==> src/rtl/count_sequencer_if.sv <==
// Button/switch inputs and counter-control outputs of the count sequencer.
// The master side drives the buttons and counter value; the slave side is the sequencer.
interface count_sequencer_if #(
    parameter int CNT_W = 7
);
    logic             start_btn;
    logic             stop_btn;
    logic             load_btn;
    logic             clear_btn;
    logic             up_down;
    logic [CNT_W-1:0] count_in;
    logic             cnt_en;
    logic             cnt_up;
    logic             cnt_load;
    logic [CNT_W-1:0] cnt_load_val;
    logic             cnt_clr;
    logic             tick;
    logic [1:0]       state_o;
    logic             done;

    modport master (
        output start_btn, stop_btn, load_btn, clear_btn, up_down, count_in,
        input  cnt_en, cnt_up, cnt_load, cnt_load_val, cnt_clr, tick, state_o, done
    );

    modport slave (
        input  start_btn, stop_btn, load_btn, clear_btn, up_down, count_in,
        output cnt_en, cnt_up, cnt_load, cnt_load_val, cnt_clr, tick, state_o, done
    );
endinterface

==> src/rtl/count_sequencer.sv <==
// Control sequencer for the 0-99 up/down counter: conditions pushbuttons into
// prioritised one-cycle strobes, generates the count tick and stops at terminal.
module count_sequencer #(
    parameter int TICK_DIV    = 50000000,
    parameter int MAX_COUNT   = 99,
    parameter int UP_PRESET   = 90,
    parameter int DOWN_PRESET = 10,
    parameter int CNT_W       = 7
) (
    input  logic              Clk,
    input  logic              reset,
    count_sequencer_if.slave  bus
);
    localparam int             DIV_W    = $clog2(TICK_DIV);
    localparam logic [DIV_W-1:0] DIV_LAST = DIV_W'(TICK_DIV - 1);

    typedef enum logic [1:0] {
        ST_IDLE  = 2'b00,
        ST_RUN   = 2'b01,
        ST_PAUSE = 2'b10,
        ST_DONE  = 2'b11
    } state_e;

    function automatic logic is_term(input logic up, input logic [CNT_W-1:0] cnt);
        if (up) begin
            return cnt == CNT_W'(MAX_COUNT);
        end
        return cnt == '0;
    endfunction

    function automatic logic [CNT_W-1:0] preset_val(input logic up);
        return up ? CNT_W'(UP_PRESET) : CNT_W'(DOWN_PRESET);
    endfunction

    // Button bit order: {clear, load, stop, start}
    logic [3:0]       sync1_q, sync2_q, sync3_q;
    logic [3:0]       btn_raw;
    logic [3:0]       btn_edge;
    logic             cmd_clr, cmd_load, cmd_stop, cmd_start;

    state_e           state_q, state_d;
    logic [DIV_W-1:0] div_q, div_d;
    logic             cnt_up_q, cnt_up_d;
    logic [CNT_W-1:0] load_val_q, load_val_d;
    logic             cnt_en_q, cnt_en_d;
    logic             cnt_load_q, cnt_load_d;
    logic             cnt_clr_q, cnt_clr_d;
    logic             tick_q, tick_d;
    logic             tick_evt;

    assign btn_raw  = {bus.clear_btn, bus.load_btn, bus.stop_btn, bus.start_btn};
    assign btn_edge = sync2_q & ~sync3_q;

    // Only the highest-priority edge of a cycle survives.
    assign cmd_clr   = btn_edge[3];
    assign cmd_load  = btn_edge[2] & ~btn_edge[3];
    assign cmd_stop  = btn_edge[1] & ~|btn_edge[3:2];
    assign cmd_start = btn_edge[0] & ~|btn_edge[3:1];

    assign tick_evt = (state_q == ST_RUN) && (div_q == DIV_LAST);

    always_comb begin
        state_d    = state_q;
        div_d      = div_q;
        cnt_up_d   = cnt_up_q;
        load_val_d = load_val_q;
        cnt_en_d   = 1'b0;
        cnt_load_d = 1'b0;
        cnt_clr_d  = 1'b0;
        tick_d     = 1'b0;

        unique case (state_q)
            ST_IDLE, ST_DONE: begin
                if (cmd_start) begin
                    cnt_up_d = bus.up_down;
                    div_d    = '0;
                    state_d  = is_term(bus.up_down, bus.count_in) ? ST_DONE : ST_RUN;
                end
            end
            ST_RUN: begin
                if (cmd_stop) begin
                    // Divider holds its position so the resumed interval is not restarted.
                    state_d = ST_PAUSE;
                end else if (tick_evt) begin
                    div_d  = '0;
                    tick_d = 1'b1;
                    if (is_term(cnt_up_q, bus.count_in)) begin
                        state_d = ST_DONE;
                    end else begin
                        cnt_en_d = 1'b1;
                    end
                end else begin
                    div_d = div_q + DIV_W'(1);
                end
            end
            ST_PAUSE: begin
                if (cmd_start) begin
                    state_d = ST_RUN;
                end
            end
        endcase

        if (cmd_load && (state_q != ST_RUN)) begin
            cnt_load_d = 1'b1;
            load_val_d = preset_val(bus.up_down);
            cnt_up_d   = bus.up_down;
            div_d      = '0;
            state_d    = ST_IDLE;
        end

        if (cmd_clr) begin
            cnt_clr_d = 1'b1;
            cnt_en_d  = 1'b0;
            tick_d    = 1'b0;
            div_d     = '0;
            state_d   = ST_IDLE;
        end
    end

    always_ff @(posedge Clk) begin
        if (!reset) begin
            sync1_q    <= '0;
            sync2_q    <= '0;
            sync3_q    <= '0;
            state_q    <= ST_IDLE;
            div_q      <= '0;
            cnt_up_q   <= 1'b1;
            load_val_q <= '0;
            cnt_en_q   <= 1'b0;
            cnt_load_q <= 1'b0;
            cnt_clr_q  <= 1'b0;
            tick_q     <= 1'b0;
        end else begin
            sync1_q    <= btn_raw;
            sync2_q    <= sync1_q;
            sync3_q    <= sync2_q;
            state_q    <= state_d;
            div_q      <= div_d;
            cnt_up_q   <= cnt_up_d;
            load_val_q <= load_val_d;
            cnt_en_q   <= cnt_en_d;
            cnt_load_q <= cnt_load_d;
            cnt_clr_q  <= cnt_clr_d;
            tick_q     <= tick_d;
        end
    end

    assign bus.cnt_en       = cnt_en_q;
    assign bus.cnt_up       = cnt_up_q;
    assign bus.cnt_load     = cnt_load_q;
    assign bus.cnt_load_val = load_val_q;
    assign bus.cnt_clr      = cnt_clr_q;
    assign bus.tick         = tick_q;
    assign bus.state_o      = state_q;
    assign bus.done         = (state_q == ST_DONE);
endmodule

==> src/flat_wrapper.sv <==
// flat-port wrapper written by rule: the top's interface ports become plain ports
module count_sequencer_flat 
#(
    parameter int TICK_DIV    = 50000000,
    parameter int MAX_COUNT   = 99,
    parameter int UP_PRESET   = 90,
    parameter int DOWN_PRESET = 10,
    parameter int CNT_W       = 7
)
  (Clk, reset, bus_start_btn, bus_stop_btn, bus_load_btn, bus_clear_btn, bus_up_down, bus_count_in, bus_cnt_en, bus_cnt_up, bus_cnt_load, bus_cnt_load_val, bus_cnt_clr, bus_tick, bus_state_o, bus_done);
  count_sequencer_if #(.CNT_W(CNT_W)) bus_i ();
  input  logic Clk;
  input  logic reset;
  input wire logic [$bits(bus_i.start_btn)-1:0] bus_start_btn;
  input wire logic [$bits(bus_i.stop_btn)-1:0] bus_stop_btn;
  input wire logic [$bits(bus_i.load_btn)-1:0] bus_load_btn;
  input wire logic [$bits(bus_i.clear_btn)-1:0] bus_clear_btn;
  input wire logic [$bits(bus_i.up_down)-1:0] bus_up_down;
  input wire logic [$bits(bus_i.count_in)-1:0] bus_count_in;
  output wire logic [$bits(bus_i.cnt_en)-1:0] bus_cnt_en;
  output wire logic [$bits(bus_i.cnt_up)-1:0] bus_cnt_up;
  output wire logic [$bits(bus_i.cnt_load)-1:0] bus_cnt_load;
  output wire logic [$bits(bus_i.cnt_load_val)-1:0] bus_cnt_load_val;
  output wire logic [$bits(bus_i.cnt_clr)-1:0] bus_cnt_clr;
  output wire logic [$bits(bus_i.tick)-1:0] bus_tick;
  output wire logic [$bits(bus_i.state_o)-1:0] bus_state_o;
  output wire logic [$bits(bus_i.done)-1:0] bus_done;
  assign bus_i.start_btn = bus_start_btn;
  assign bus_i.stop_btn = bus_stop_btn;
  assign bus_i.load_btn = bus_load_btn;
  assign bus_i.clear_btn = bus_clear_btn;
  assign bus_i.up_down = bus_up_down;
  assign bus_i.count_in = bus_count_in;
  assign bus_cnt_en = bus_i.cnt_en;
  assign bus_cnt_up = bus_i.cnt_up;
  assign bus_cnt_load = bus_i.cnt_load;
  assign bus_cnt_load_val = bus_i.cnt_load_val;
  assign bus_cnt_clr = bus_i.cnt_clr;
  assign bus_tick = bus_i.tick;
  assign bus_state_o = bus_i.state_o;
  assign bus_done = bus_i.done;
  count_sequencer #(.TICK_DIV(TICK_DIV), .MAX_COUNT(MAX_COUNT), .UP_PRESET(UP_PRESET), .DOWN_PRESET(DOWN_PRESET), .CNT_W(CNT_W)) u_core (.Clk(Clk), .reset(reset), .bus(bus_i));
endmodule
==> config.mk <==
export PLATFORM = sky130hd
export DESIGN_NAME = count_sequencer_flat
export DESIGN_NICKNAME = d
export VERILOG_FILES = /design/src/rtl/count_sequencer_if.sv /design/src/rtl/count_sequencer.sv /design/src/flat_wrapper.sv
export SDC_FILE = /design/constraint.sdc
export NUM_CORES = 1
export LEC_CHECK = 0
export ABC_AREA = 1
export ABC_CLOCK_PERIOD_IN_PS = 1580
export CAP_MARGIN = 20
export CORE_MARGIN = 5
export CORE_UTILIZATION = 50
export CTS_BUF_LIST = sky130_fd_sc_hd__clkbuf_16
export DETAILED_ROUTE_END_ITERATION = 8
export GPL_ROUTABILITY_DRIVEN = 0
export GPL_TIMING_DRIVEN = 0
export PLACE_DENSITY_LB_ADDON = 0.15
export SYNTH_ARGS = -nofsm -noshare
export SYNTH_HDL_FRONTEND = slang
export SYNTH_SLANG_ARGS = --single-unit
==> constraint.sdc <==
create_clock -name Clk -period 1.58 [get_ports Clk]
set_input_delay 0.316 -clock Clk [delete_from_list [all_inputs] [get_ports Clk]]
set_output_delay 0.316 -clock Clk [all_outputs]
set_load 0.01 [all_outputs]
=== After elaboration in Yosys (flattened, before gate mapping) ===
Index checks and enable logic that the tools add are counted.

* Input port bits: 14
* Logic and storage cells: 85
* Flip-flop bits (word level): 52
* Output and inout bits: 15

* Eq/ne operators: 11
* Mux-type cells: 35
* Bitwise operators: 9
* Add/sub/neg operators: 1
* Reduce and logical (&&, ||, !) cells: 18

{| class="wikitable"
|+ Operators by type and width
! operator !! number
|-
| $mux W26 || 3
|-
| $pmux W26 S2 || 1
|-
| $add A26 B1 Y26 const B || 1
|-
| $eq A26 B26 Y1 const B || 1
|-
| $mux W1 || 23
|-
| $mux W2 || 6
|-
| $eq A7 B7 Y1 const B || 1
|-
| $logic_not A7 Y1 || 1
|-
| $mux W7 || 1
|-
| $ne A2 B1 Y1 const B || 3
|-
| $pmux W2 S3 || 1
|-
| $reduce_bool A2 Y1 || 3
|-
| $reduce_or A3 Y1 || 2
|-
| $reduce_or A5 Y1 || 1
|-
| $and A4 B4 Y4 || 1
|-
| $eq A2 B2 Y1 const B || 2
|-
| $not A1 Y1 || 4
|-
| $not A4 Y4 || 1
|-
| $reduce_and A4 Y1 || 1
|-
| $reduce_or A2 Y1 || 2
|-
| $reduce_or A4 Y1 || 1
|-
| $and A1 B1 Y1 || 3
|-
| $ne A3 B1 Y1 const B || 1
|-
| $ne A3 B2 Y1 const B || 1
|-
| other kinds (7) || 9
|}

=== Depth between registers and ports, before layout ===
Gate-level depths: netlist (run 1).

* Word-level depth: 15
* Depth in mapped cells: 14
* Mapped depth without buffers: 13

=== Worst setup path after synthesis (run 1) ===
No wires, ideal clock.

* Path kind: register to register
* Start: reg u_core.state_q[1] (netlist: u_core.bus.state_o[1])
* End: reg u_core.div_q[12]
* Cell stages (with the launch flop): 13
* Period minus slack after synthesis: 1.741 ns
* Arrival time: 1.623 ns
* Data required time: 1.461 ns
* Path slack: -0.161 ns
* Buffers on the path: 2
* Cell sequence: dfxtp_1 > inv_1 > ha_1 > buf_6 > inv_1 > nand4_1 > nand3_1 > inv_1 > nand2_4 > inv_4 > buf_6 > nand2_1 > nor2_1

* Longest elaborated chain between the ends: 5

{| class="wikitable"
|+ RTL lines
! element !! RTL line !! RTL
|-
| from (decl) || count_sequencer.sv:41 || <nowiki>state_e state_q, state_d;</nowiki>
|-
| from (signal assigned) || count_sequencer.sv:137 || <nowiki>state_q <= state_d;</nowiki>
|-
| $eq A2 B1 Y1 || count_sequencer.sv:60, count_sequencer.sv:72 ||
|-
| $logic_and A1 B1 Y1 || count_sequencer.sv:60 || <nowiki>assign tick_evt = (state_q == ST_RUN) && (div_q == DIV_LAST);</nowiki>
|-
| $mux W26 || count_sequencer.sv:84 || <nowiki>end else if (tick_evt) begin</nowiki>
|-
| $mux W26 || count_sequencer.sv:81 || <nowiki>if (cmd_stop) begin</nowiki>
|-
| $pmux W26 S2 || count_sequencer.sv:72 || <nowiki>unique case (state_q)</nowiki>
|-
| to (signal assigned) || count_sequencer.sv:138 || <nowiki>div_q <= div_d;</nowiki>
|-
| to (decl) || count_sequencer.sv:42 || <nowiki>logic [DIV_W-1:0] div_q, div_d;</nowiki>
|}

Parallel ways exist; a longest one is shown, timed or not. The select of a mux whose other input is x is not followed.
A chain may end at the register's enable or synchronous reset.

=== Worst setup path after layout (run 1) ===
* Start: reg u_core.state_q[1] (netlist: u_core.bus.state_o[1])
* End: reg u_core.div_q[7]

Same word-level chain as after synthesis.

==> key figures, run 1 <==
Finish
  • Share of cells above drive strength 1: 0.337
  • NumNets Final: 483
  • Fill cell count: 359
  • Number of diodes: 0
  • Area Overhead vs Synth: 47.5%

STA
  • RSZ-0062 raised after global routing: yes
  • Hold violation total from the final report: 0
  • Setup TNS: -0.724 ns
  • Clk_skew: 0.00698 ns
  • Pins Over Slew Limit: 0
  • Min Tclk post-route: 1.69 ns
  • Min Hold Slack: 0.305 ns
  • Fmax: 590 MHz
  • Slack of the critical path: -0.115 ns
  • Final setup vio count: 20
  • Final period utilization: 1.07

Clock network
  • Clock Latency Late Sink: 0.30 ns
  • Clk sinks: 47
  • Root Buffer: clkbuf_16
  • CTS hold repair buffers: 0
  • Maximum clock insertion buffer count: 2
  • # H-tree levels: 2
  • Reg clk slew, reported paths: 0.07 ns
  • CTS buffer count: 5
  • CTS tree: built

Floorplanning
  • Core area: 5040 um^2
  • Initial cell density of the core: 0.508
  • Die ar.: 6650 um^2
  • FP Rows: 26
  • Ports: 29
  • Die width: 81.6 um
  • Die height: 81.6 um

Synthesis
  • Count leader, synth: nand2_1
  • Yosys reg bits: 47
  • Post-synth cell types: 35
  • Post-synth EDFFs: 0
  • Synth top area cells: dfxtp_1, nand2_1, nor2_1
  • Yosys top cell area share: 0.367
  • Area leader, netlist: dfxtp_1
  • Mapped Area: 2560 um^2
  • Register area share after synthesis: 0.367
  • Gate Count Post-Synth: 396
  • Synth warn: 0
  • Avg Cell Area, Syn: 6.47 um^2
  • Prevailing post-synth register cell: dfxtp_1
  • Post-synth ARST share: 0
  • Top post-synthesis cells by count: nand2_1, nor2_1, inv_1

Global route
  • GRT Resource Usage Total: 0.217
  • Initial antenna violation count: 0
  • Largest net degree at the start of global routing: 19
  • Number of global-route vias before repair: 2593
  • Total grt overflow: 0
  • Global-route wire length before repair: 11200 um

Placed design
  • PortBufs: 24
  • HPWL after DPL: 4310 um
  • DP Worst Slack: -0.316 ns

Run
  • Max-cap violations: 0

Power and ir drop
  • Comb power frac: 0.522
  • Flop pwr share: 0.260
  • Clock share of power: 0.218
  • Peak VDD IR: 0.892 mV
  • Net Sw Frac: 0.381
  • Internal power: 3210 uW
  • Static leakage: 0.00165 uW
  • Sw Pwr: 1970 uW
  • Power density over the cells: 1370 nW/um^2

Worst setup path
  • Crit Path Category: flop to flop
  • Worst setup EP type: flop
  • CP Depth: 11
  • CP max stage delay: 0.38 ns
  • Crit path max-delay family: simple AND/OR/NAND/NOR gates
  • Crit path max fanout: 6
  • CP cell instances: inv_2, ha_4, inv_4, nor2_1, nor2_1, nand2_4, buf_6, nor2_1, o21ai_0, inv_1, nor2_1
  • Worst path arrival time: 1.88 ns
  • End of the critical path: u_core.div_q[7]$_SDFFE_PP0P_
  • Setup crit start kind: flop
  • Slowest cell on crit path: dfxtp_4
  • Cells on worst reg2reg path: 11
  • Worst reg2reg path startpoint: u_core.bus.state_o[1]$_SDFFE_PP0P_
  • Worst r2r dst: u_core.div_q[7]$_SDFFE_PP0P_
  • Crit path top cell by count: nor2_1
  • Worst path bufs/invs: 4
  • Start point of the critical path: u_core.bus.state_o[1]$_SDFFE_PP0P_
  • Reg2reg setup slack: -0.11 ns
  • Critical path data required time: 1.77 ns

Route
  • Post-route ant nets: 0
  • Drt initial violations: 302
  • Final WL: 7580 um
  • Post-route DRC: 0
  • Drt via density: 5.23
  • Drt wl/cell: 14.1 um
  • DRT Pass-1 Iters: 5
  • Via total after detailed routing: 2805

Outcome
  • Status: finished with violations
  • Failing checks: negative setup slack

Hold path
  • Worst Hold Class: input pin to flop
## layer usage
layer,GRT usage,part of all wire,up-vias
li1,-,-,1371
met1,0.251,0.38,1243
met2,0.391,0.51,150
met3,0.0439,0.065,41
met4,0.0864,0.044,0
met5,0,0,-
## power by group through the flow
| stage | registers [uW] | logic, uW | clock network, uW |
|---|---|---|---|
| CTS | 1340 | 2010 | 1140 |
| detailed placement | 1340 | 1390 | 0 |
| finish | 1350 | 2700 | 1130 |
| global route | 1360 | 2850 | 1190 |
| global placement | 1330 | 1380 | 0 |
| floorplan | 1340 | 966 | 0 |
## stage by stage
| stage | util | total power [uW] | cells | area [um^2] |
|---|---|---|---|---|
| floorplan | - | 2310 | 398 | 2580 |
| global placement | 0.576 | 2720 | 492 | 2910 |
| detailed placement | 0.576 | 2730 | 492 | 2910 |
| CTS | 0.676 | 4480 | 527 | 3410 |
| global route | 0.749 | 5400 | 536 | 3780 |
| finish | 0.749 | 5180 | 536 | 3780 |
## sequential cells by signal (all words and copies together) (netlist names), 2 cells and up
| signal | cells |
|---|---|
| u_core.bus.cnt_load_val | 2 |
| u_core.bus.state_o | 2 |
| u_core.div_q | 26 |
| u_core.sync1_q | 4 |
| u_core.sync2_q | 4 |
| u_core.sync3_q | 4 |
## how the worst min path moves through the flow
stage,startpoint,slack (ns),cells past startpoint,endpoint
5_1_grt,reset,0.33,3,u_core.sync1_q[3]$_SDFF_PN0_
3_3_place_gp,u_core.sync1_q[0]$_SDFF_PN0_,0.39,2,u_core.sync2_q[0]$_SDFF_PN0_
3_5_place_dp,u_core.sync1_q[2]$_SDFF_PN0_,0.40,2,u_core.sync2_q[2]$_SDFF_PN0_
2_1_floorplan,u_core.sync1_q[0]$_SDFF_PN0_,0.39,2,u_core.sync2_q[0]$_SDFF_PN0_
6_report,reset,0.31,3,u_core.sync1_q[3]$_SDFF_PN0_
4_1_cts,reset,0.31,3,u_core.sync1_q[3]$_SDFF_PN0_
## cell usage in the layout, fill, tap and decap left out, types with 3 or more instances in the layout
cell type,instances
nand2_2,26
nand3_1,21
nor2_4,12
a21oi_1,12
ha_4,3
dfxtp_2,14
dfxtp_1,30
clkbuf_16,6
nand4_1,9
inv_1,53
clkdlybuf4s50_1,19
dlygate4sd2_1,3
o21ai_1,4
inv_4,3
nor2_2,7
buf_4,33
nor2_1,56
or2_2,4
o21bai_1,3
nor3_1,7
dfxtp_4,3
nand3_4,4
nand3_2,6
inv_2,5
nand2_1,74
buf_6,7
nand2_4,3
conb_1,3
buf_8,3
## cell type report
class	count	area, um^2	area share
Clock buffer	5	125	0.0331
Buffer	12	114	0.0301
Sequential cell	47	970	0.257
Clock inverter	3	28.8	0.00762
Timing Repair Buffer	61	586	0.155
Multi-Input combinational cell	276	1620	0.429
Tap cell	70	87.6	0.0232
Inverter	62	248	0.0656
## timing repair
action | CTS | global route
buffers inserted | 26 | 8
resized for setup | 41 | 87
gates cloned | 1 | 2
hold endpoints to repair | 0 | 0
pin swaps | 13 | 32
setup endpoints to repair | 30 | 30
## worst reg2reg max path, stage by stage, from the launching register on
cell     delay, ns
dfxtp_4       0.38
inv_2         0.06
ha_4          0.17
inv_4         0.07
nor2_1        0.05
nor2_1        0.19
nand2_4       0.11
buf_6         0.14
nor2_1        0.09
o21ai_0       0.14
inv_1         0.14
nor2_1        0.06
## cells by family after synthesis
logic type | synth area share
AO/OA/AOI/OAI | 0.0689
adder cells (fa/ha/maj) | 0.0195
XOR/XNOR | 0.00342
other | 0.00146
buffers and inverters | 0.128
flip-flops | 0.367
AND/OR/NAND/NOR | 0.411
Power figures use the tool's default switching activity.
==> run 2: changes to the inputs <==
--- a/config.mk
+++ b/config.mk
@@ -14,7 +14,7 @@
 export DETAILED_ROUTE_END_ITERATION = 8
 export GPL_ROUTABILITY_DRIVEN = 0
 export GPL_TIMING_DRIVEN = 0
-export PLACE_DENSITY_LB_ADDON = 0.15
+export PLACE_DENSITY = 0.73
 export SYNTH_ARGS = -nofsm -noshare
 export SYNTH_HDL_FRONTEND = slang
 export SYNTH_SLANG_ARGS = --single-unit
==> run 2 against run 1 <==
The flow still finishes with violations (negative setup slack). Via count shrank 1.1%. Clock-buffer cell count is the same. Clock skew shrank 0.0028 ns. Total power shrank 8.7%. Routed wire length shrank 5.7%. Sequential power is essentially flat. Largest cell class unchanged. Sequential share of layout area grew 1.3 points. Utilization shrank 3.3 points. Hold slack gained 0.0066 ns.
==> key figures, run 2 (synthesis results as in run 1) <==
Outcome
  • Status: finished with violations
  • Failing checks: negative setup slack

Worst setup path
  • Worst setup EP type: flop
  • CP max stage delay: 0.36 ns
  • Crit Path Category: flop to flop
  • Setup crit start kind: flop
  • Crit path top cell by count: nand2_1
  • Slowest cell on crit path: dfxtp_4
  • Worst path arrival time: 1.84 ns
  • Critical path data required time: 1.81 ns
  • CP cell instances: inv_2, nand2_4, nor2_4, buf_6, buf_4, buf_4, nand3_2, nor2_2, nand2_1, nand2_1, nand2_2, nand2_1, nand2_1, nor2_1
  • Worst path bufs/invs: 4
  • Crit path max-delay family: simple AND/OR/NAND/NOR gates
  • Crit path max fanout: 4

STA
  • Final setup vio count: 19
  • RSZ-0062 raised after global routing: yes
  • Pins Over Slew Limit: 0
  • Setup TNS: -0.290 ns
  • Min Tclk post-route: 1.61 ns
  • Hold violation total from the final report: 0
  • Final period utilization: 1.02
  • Clk_skew: 0.00421 ns
  • Fmax: 620 MHz
  • Slack of the critical path: -0.0328 ns
  • Min Hold Slack: 0.312 ns

Finish
  • Share of cells above drive strength 1: 0.308
  • Final Non-Filler Cells: 528
  • Most frequent cells in the layout: nand2_1, nor2_1, inv_1
  • Area Overhead vs Synth: 41.0%
  • Number of diodes: 0
  • Core Util, Final: 0.716
  • Fill cell count: 401
  • Largest Register: u_core.div_q
  • NumNets Final: 475
  • Commonest non-fill, non-tap cell in the layout: nand2_1
  • Largest register FFs: 26

Power and ir drop
  • Power density over the cells: 1310 nW/um^2
  • Static leakage: 0.00161 uW
  • Flop pwr share: 0.285
  • Sw Pwr: 1800 uW
  • Internal power: 2930 uW
  • Net Sw Frac: 0.381
  • Clock share of power: 0.240
  • Comb power frac: 0.474
  • Peak VDD IR: 0.682 mV

Run
  • Max-cap violations: 0

Floorplanning
  • Die width: 81.6 um
  • Initial cell density of the core: 0.508
  • Die height: 81.6 um
  • FP Rows: 26
  • Ports: 29
  • Core area: 5040 um^2
  • Die ar.: 6650 um^2

Clock network
  • CTS buffer count: 5
  • CTS tree: built
  • Clk sinks: 47
  • Clock Latency Late Sink: 0.30 ns
  • Reg clk slew, reported paths: 0.07 ns
  • # H-tree levels: 2
  • Root Buffer: clkbuf_16
  • Maximum clock insertion buffer count: 2

Global route
  • Global-route wire length before repair: 11300 um
  • GRT Resource Usage Total: 0.220
  • M3 GR Usage: 0.0625
  • Met2 global-route usage: 0.393
  • GRT Max-Usage Layer: met2
  • GR Util met1: 0.247
  • Number of global-route vias before repair: 2503
  • Total grt overflow: 0
  • Initial antenna violation count: 0
  • Largest net degree at the start of global routing: 19

Placed design
  • HPWL after DPL: 4340 um
  • Placed cell count: 492
  • PortBufs: 24

Hold path
  • Worst Hold Class: input pin to flop

Route
  • Final WL: 7150 um
  • Drt initial violations: 250
  • Via total after detailed routing: 2773
  • Drt via density: 5.25
  • Drt wl/cell: 13.5 um
  • Post-route DRC: 0
  • Post-route ant nets: 0
  • DRT Pass-1 Iters: 7
## run 2: cell types whose count changed in the layout (fill, tap and decap cells not counted), sizes merged
cell           change
dlygate4sd2        -1
buf                -8
clkdlybuf4s15      +1
## run 2: area by class of cell
| cell class | count | area [um^2] | area share |
|---|---|---|---|
| multi-input cells | 276 | 1530 | 0.424 |
| flip-flops and latches | 47 | 975 | 0.270 |
| repair buffers | 52 | 484 | 0.134 |
| inverters | 62 | 253 | 0.0700 |
| clock buffers | 5 | 125 | 0.0347 |
| plain buffers | 13 | 125 | 0.0347 |
| well taps | 70 | 87.6 | 0.0243 |
| clock inverters | 3 | 28.8 | 0.00797 |
## run 2: path summary, 6_finish.rpt
| path | startpoint | endpoint | slack [ns] | cells after the start |
|---|---|---|---|---|
| setup reg to reg | u_core.div_q[9]$_SDFFE_PP0P_ | u_core.bus.state_o[1]$_SDFFE_PP0P_ | -0.03 | 14 |
| setup / recovery | u_core.div_q[9]$_SDFFE_PP0P_ | u_core.bus.state_o[1]$_SDFFE_PP0P_ | -0.03 | 14 |
| hold reg to reg | u_core.sync3_q[3]$_SDFF_PN0_ | u_core.bus.cnt_clr$_SDFF_PN0_ | 0.41 | 1 |
| hold / removal | reset | u_core.sync1_q[3]$_SDFF_PN0_ | 0.31 | 3 |
## run 2: what timing repair did
action	4_1_cts	5_1_grt
gates cloned	1	0
resized for setup	50	61
pin swaps	11	11
hold buffers	0	0
buffers inserted	21	6
endpoints found under the setup margin	29	32
## run 2: worst min-delay path: cells and delay by family
kind | cells | cell delay, ns
buf+inv | 2 | 0.18
simple gates | 1 | 0.07
## run 2: power by group through the flow
stage	Combinational [uW]	Clock [uW]	Sequential, uW
after floorplan	966	0	1340
after global placement	1380	0	1340
after detailed placement	1380	0	1340
after CTS	1970	1160	1350
after global routing	2380	1210	1360
final	2240	1140	1350
## run 2: through the flow
stage                     cell area [um^2]  total power [uW]  setup slack [ns]
final                                 3610              4730           -0.0328
after detailed placement              2910              2720            -0.263
after CTS                             3390              4480           -0.0100
after floorplan                       2580              2310           0.00992
after global routing                  3610              4950            -0.126
after global placement                2910              2710            -0.226
## run 2: layer usage
metal / wire length, um / vias up
met2: 3560 / 127
li1: - / 1351
met4: 281 / 0
met5: 0 / -
met3: 548 / 38
met1: 2760 / 1257
